### src/rtl/gol_step_scheduler.sv
// rtl/gol_step_scheduler.sv - generation sequencing controller for the Game of Life engine
module gol_step_scheduler #(
   parameter int TICK_BASE = 2_500_000,
   parameter int GEN_W     = 16
) (
   input  logic             clk,
   input  logic             rst_n,
   input  logic             run_btn,
   input  logic             step_btn,
   input  logic             clear_btn,
   input  logic [3:0]       speed,
   input  logic             frame_start,
   input  logic             eng_done,
   output logic             eng_start,
   output logic             eng_clear,
   output logic             swap,
   output logic             running,
   output logic [GEN_W-1:0] generation,
   output logic [2:0]       state
);

   localparam int PW = (TICK_BASE > 1) ? $clog2(TICK_BASE) : 1;

   typedef enum logic [2:0] {
      IDLE        = 3'd0,
      WAIT_TICK   = 3'd1,
      COMPUTE     = 3'd2,
      WAIT_VBLANK = 3'd3,
      SWAP        = 3'd4,
      CLEAR       = 3'd5
   } state_t;

   state_t          cur_state;
   state_t          next_state;
   logic [PW-1:0]   prescaler;
   logic [4:0]      tick_cnt;
   logic            tick_done;
   logic            clr_flag;
   logic            clear_pending;
   logic            enter_clear;

   assign state       = cur_state;
   assign tick_done   = (cur_state == WAIT_TICK) && (prescaler == PW'(TICK_BASE - 1));
   assign enter_clear = (next_state == CLEAR) && (cur_state != CLEAR);

   // State register.
   always_ff @(posedge clk or negedge rst_n) begin
      if (!rst_n) cur_state <= IDLE;
      else        cur_state <= next_state;
   end

   // Next-state decision; clear beats step beats the run tick.
   always_comb begin
      next_state = cur_state;
      case (cur_state)
         IDLE: begin
            if (clear_btn)                 next_state = CLEAR;
            else if (step_btn && !running) next_state = COMPUTE;
            else if (running)              next_state = WAIT_TICK;
         end
         WAIT_TICK: begin
            if (clear_btn)     next_state = CLEAR;
            else if (!running) next_state = IDLE;
            // count+1 >= speed+1 once this base tick completes
            else if (tick_done && (tick_cnt >= {1'b0, speed})) next_state = COMPUTE;
         end
         COMPUTE: begin
            if (eng_done) next_state = WAIT_VBLANK;
         end
         CLEAR: begin
            if (eng_done) next_state = WAIT_VBLANK;
         end
         WAIT_VBLANK: begin
            if (frame_start) next_state = SWAP;
         end
         SWAP: begin
            if (clear_pending || clear_btn) next_state = CLEAR;
            else if (running)               next_state = WAIT_TICK;
            else                            next_state = IDLE;
         end
         default: next_state = IDLE;
      endcase
   end

   // Base-tick prescaler and tick counter, zeroed whenever not waiting for a tick.
   always_ff @(posedge clk or negedge rst_n) begin
      if (!rst_n) begin
         prescaler <= '0;
         tick_cnt  <= '0;
      end else if (cur_state != WAIT_TICK) begin
         prescaler <= '0;
         tick_cnt  <= '0;
      end else if (tick_done) begin
         prescaler <= '0;
         tick_cnt  <= tick_cnt + 5'd1;
      end else begin
         prescaler <= prescaler + PW'(1);
      end
   end

   // Run flag: toggled by run_btn, dropped by any clear.
   always_ff @(posedge clk or negedge rst_n) begin
      if (!rst_n)                           running <= 1'b0;
      else if (enter_clear)                 running <= 1'b0;
      else if (run_btn && clear_btn)        running <= 1'b0;
      else if (run_btn)                     running <= ~running;
   end

   // Deferred clear request and the clear marker that zeroes the count at swap.
   always_ff @(posedge clk or negedge rst_n) begin
      if (!rst_n) begin
         clear_pending <= 1'b0;
         clr_flag      <= 1'b0;
      end else begin
         if (cur_state == SWAP)
            clear_pending <= 1'b0;
         else if (clear_btn && (cur_state == COMPUTE || cur_state == WAIT_VBLANK))
            clear_pending <= 1'b1;

         if (cur_state == SWAP)
            clr_flag <= 1'b0;
         else if (cur_state == CLEAR && eng_done)
            clr_flag <= 1'b1;
      end
   end

   // Registered output pulses aligned with the first cycle of their state.
   always_ff @(posedge clk or negedge rst_n) begin
      if (!rst_n) begin
         eng_start <= 1'b0;
         eng_clear <= 1'b0;
         swap      <= 1'b0;
      end else begin
         eng_start <= (next_state == COMPUTE) && (cur_state != COMPUTE);
         eng_clear <= enter_clear;
         swap      <= (next_state == SWAP);
      end
   end

   // Committed generation count, updated as the swap cycle ends.
   always_ff @(posedge clk or negedge rst_n) begin
      if (!rst_n)                  generation <= '0;
      else if (cur_state == SWAP)  generation <= clr_flag ? '0 : generation + GEN_W'(1);
   end

endmodule

### config.mk
export PLATFORM = sky130hd
export DESIGN_NAME = gol_step_scheduler
export DESIGN_NICKNAME = d
export VERILOG_FILES = /design/src/rtl/gol_step_scheduler.sv
export SDC_FILE = /design/constraint.sdc
export NUM_CORES = 1
export LEC_CHECK = 0
export ABC_CLOCK_PERIOD_IN_PS = 2420
export CORE_ASPECT_RATIO = 1.75
export CORE_MARGIN = 4
export CORE_UTILIZATION = 55
export CTS_BUF_LIST = sky130_fd_sc_hd__clkbuf_4
export CTS_CLUSTER_SIZE = 8
export DETAILED_ROUTE_END_ITERATION = 8
export PLACE_DENSITY_LB_ADDON = 0.25
export SYNTH_ARGS = -nofsm -noshare
export SYNTH_HDL_FRONTEND = slang
export SYNTH_SLANG_ARGS = --single-unit
### constraint.sdc
create_clock -name clk -period 2.42 [get_ports clk]
set_input_delay 0.726 -clock clk [delete_from_list [all_inputs] [get_ports clk]]
set_output_delay 0.726 -clock clk [all_outputs]
set_load 0.05 [all_outputs]
==> results of run 1 <==
power breakdown:
group          total, mW  internal, mW  leakage, nW  switching, mW
Sequential          1.12         0.968        0.706          0.151
Clock              0.508         0.221       0.0418          0.286
Combinational      0.921         0.336        0.849          0.585
Total               2.55          1.53         1.60           1.02
logic make-up after synthesis:
| family | share of synthesized area |
|---|---|
| AND/OR/NAND/NOR | 0.2666 |
| flip-flops | 0.4890 |
| XOR/XNOR | 0.1086 |
| AO/OA/AOI/OAI | 0.06817 |
| buffers and inverters | 0.02257 |
| adder cells (fa/ha/maj) | 0.03291 |
| multiplexers | 0.01222 |
final cells by class:
class | instances | area (um2) | area share
tap | 52 | 65.06 | 0.02042
timing repair buffer | 41 | 401.6 | 0.1261
clock buffer | 5 | 37.54 | 0.01178
clock inverter | 3 | 46.29 | 0.01453
inverter | 9 | 33.78 | 0.01060
multi-input combinational | 206 | 1300 | 0.4081
sequential | 52 | 1301 | 0.4085
per-layer routing:
| layer | up-vias | wire, um |
|---|---|---|
| met5 | - | 0 |
| met2 | 37 | 2915 |
| li1 | 1028 | - |
| met4 | 0 | 129 |
| met1 | 1029 | 2183 |
| met3 | 14 | 176 |
through the flow:
step | worst slack [ns] | util | instance area, um2 | power, mW | TNS (ns)
global placement | -0.03177 | 0.6539 | 3078 | 2.039 | -0.03177
finish | 0.08360 | 0.6768 | 3186 | 2.547 | 0
CTS | 0.008396 | 0.6715 | 3161 | 2.576 | 0
global route | 0.008457 | 0.6768 | 3186 | 2.705 | 0
floorplan | 0.4083 | - | 2661 | 1.730 | 0
detailed placement | -0.07589 | 0.6539 | 3078 | 2.061 | -0.08930
flip-flops by register name (all words and copies together), names as in the netlist:
name	count
prescaler	22
generation	16
tick_cnt	5
state	3
clear_pending	1
clr_flag	1
eng_clear	1
eng_start	1
running	1
swap	1
layout by cell type, fill, tap and decap left out, types with 6 or more instances in the layout:
cell	count
sky130_fd_sc_hd__dlymetal6s2s_1	10
sky130_fd_sc_hd__buf_4	11
sky130_fd_sc_hd__and3_1	7
sky130_fd_sc_hd__nand2_1	23
sky130_fd_sc_hd__a21oi_1	6
sky130_fd_sc_hd__nand3_1	18
sky130_fd_sc_hd__ha_1	7
sky130_fd_sc_hd__o21ai_0	10
sky130_fd_sc_hd__dfrtp_1	52
sky130_fd_sc_hd__xnor2_1	8
sky130_fd_sc_hd__inv_1	9
sky130_fd_sc_hd__nor2_1	44
sky130_fd_sc_hd__xor2_1	25
sky130_fd_sc_hd__nand4_1	10
sky130_fd_sc_hd__clkdlybuf4s50_1	18
worst min-delay path by stage:
stage | startpoint | to | slack (ns) | depth (start not counted)
5_1_grt | rst_n | generation[11] | 0.29 | 1
4_1_cts | rst_n | generation[11] | 0.29 | 1
2_1_floorplan | rst_n | clear_pending | 0.43 | 0
3_5_place_dp | clr_flag | generation[2] | 0.51 | 1
3_3_place_gp | clr_flag | generation[2] | 0.51 | 1
6_report | rst_n | generation[11] | 0.29 | 1
timing repair:
item	CTS	global route
hold buffers	0	0
endpoints found under the setup margin	1	10
resized for setup	1	10
hold endpoints to repair	0	0
pin swaps	0	0
==> flow_summary_export.csv, run 1 <==
group,metric,value,unit
synth,synth_enable_flop_cells,0,
timing,timing_max_transition_violations_final,0,
synth,synth_top_area_frac,0.4890,
critical_path,largest_incremental_delay_on_the_critical_path,0.82,ns
power_and_ir_drop,leakage,1.597,nW
placement,place_hpwl,3.901,mm
timing,rsz0062_at_grt,"false",
timing,worst_tran_pin_value,0.5830,ns
synth,synthDistinctLibCells,41,
global_route,grt_use_total,0.1942,
power_and_ir_drop,power.ir.vdd_worst,914.0,uV
global_route,number_of_antenna_violations_at_the_first_check_in_global_routing,0,
timing,achievable-frequency,428.0,MHz
clock_tree,clkSlewWorstSetupHoldPaths,0.17,ns
critical_path,rrSetupSlack,0.24,ns
timing,report.final.setup_viol,0,
critical_path,worst_r2r_path_depth,5,
timing,fin_hold_ws,0.2851,ns
critical_path,crit_start,"generation[10]",
global_route,grt-busiest-layer,"met2",
floorplanning,core_region_area,0.004707,mm2
global_route,grt_max_degree,24,
timing,finalWorstPathRequiredPeriod,2.336,ns
critical_path,crit_cells,1,
global_route,vias_in_the_first_global_route,2096,
placement,routabilityCongestion,0.7966,
clock_tree,cts_buffer_depth,2,
synth,ys_warn_count,0,
route,route.detailed.wl_per_inst,14.68,um
clock_tree,post-cts-setup-buffer-count,0,
critical_path,worst_setup_path_end_kind,"output pin",
critical_path,required,1.69,ns
critical_path,worstSetupEndpoint,"generation[10]",
synth,avgSynthCellArea,9.713,um2
layout,final_nets,333,
floorplanning,fp.dieArea,0.006060,mm2
synth,synth_cells,274,
critical_path,setup.worst_path.start_class,"flop",
floorplanning,boundaryPins,34,
global_route,grt_use_met2,0.3339,
placement,placedCellCount,360,
clock_tree,htreeDepth,2,
floorplanning,floorplan.initialDensity,0.5654,
global_route,globalRouteMet1Util,0.2297,
power_and_ir_drop,power_density,799.7,mW/mm2
clock_tree,clock_tree.root_cell,"sky130_fd_sc_hd__clkbuf_4",
worst_hold_path,min-delay-path-class,"input port to asynchronous set/reset pin",
route,wirelength,5.404,mm
global_route,first_pass_grt_wire_length,9.183,mm
timing,layout_worst_path_cycle_share,0.9655,
flow_run,cap_viol_max_count,0,
clock_tree,clock_insertion_delay_worst_skew,0.37,ns
synth,ys_top_cells_by_area,"sky130_fd_sc_hd__dfrtp_1, sky130_fd_sc_hd__xor2_1, sky130_fd_sc_hd__nor2_1",
floorplanning,die_width,60.59,um
placement,io_buffer_count,33,
floorplanning,num_rows,33,
timing,clock-skew-final,0.01967,ns
route,drt_first_pass_iters,4,
global_route,groute.layer.met3.usage,0.03732,
layout,drive_above_1_share,0.09810,
synth,synthesis.nets,292,
clock_tree,numClockSinks,52,
critical_path,critical_path.reg2reg.endpoint,"eng_start",
route,dr.first_iter.drc_count,100,
critical_path,cp_slowest_cell,"sky130_fd_sc_hd__clkdlybuf4s50_1",
route,route.vias.total,2108,
layout,num-fill-cells,397,
synth,yosys.cell_count.top_type,"sky130_fd_sc_hd__dfrtp_1",
synth,synth-seq-cells,52,
layout,antenna-diode-count,0,
layout,syn2layout_area_growth,19.70,%
synth,syn-cell-area,0.002661,mm2
floorplanning,floorplan.die.height,100.0,um
route,post_drt_via_cell_ratio,5.728,
route,drt_drc_violations_left,0,
critical_path,path_delay_family,"buffers and inverters",
critical_path,worstReg2RegStart,"prescaler[9]",
critical_path,worstPathMaxFanout,4,
synth,synth.top_cells.by_count,"sky130_fd_sc_hd__dfrtp_1, sky130_fd_sc_hd__nor2_1, sky130_fd_sc_hd__xor2_1",
synth,seq_area_frac_synth,0.4890,
timing,worst_slew_margin_rel,0.6099,
critical_path,ordered_list_of_cells_on_the_worst_path,"clkdlybuf4s50_1",
clock_tree,cts_tree,"done",
layout,fin_cells,368,
timing,timing_hold_violations_final,0,
status,result_of_the_run,"completed",
global_route,congestion_overflow_gr,0,
critical_path,critical_path_buf_inv_count,1,
synth,synth_largest_area_cell,"sky130_fd_sc_hd__dfrtp_1",
synth,synthFlopType,"sky130_fd_sc_hd__dfrtp_1",
critical_path,critPathArrivalTime,1.61,ns
clock_tree,cts_inserted_buffers,5,
synth,asyncSetResetFlopFracSynth,1.000,
critical_path,crit_type,"flop to output pin",
route,route.antenna.remaining_nets,0,
No activity file was read; power rests on OpenSTA's default activity.
==> inputs of run 2 (changes only) <==
--- a/config.mk
+++ b/config.mk
@@ -13,6 +13,7 @@
 export CTS_CLUSTER_SIZE = 8
 export DETAILED_ROUTE_END_ITERATION = 8
 export PLACE_DENSITY_LB_ADDON = 0.25
+export SLEW_MARGIN = 10
 export SYNTH_ARGS = -nofsm -noshare
 export SYNTH_HDL_FRONTEND = slang
 export SYNTH_SLANG_ARGS = --single-unit
==> results of run 2 <==
The final DEF is identical to that of run 1; final timing and power are the same.
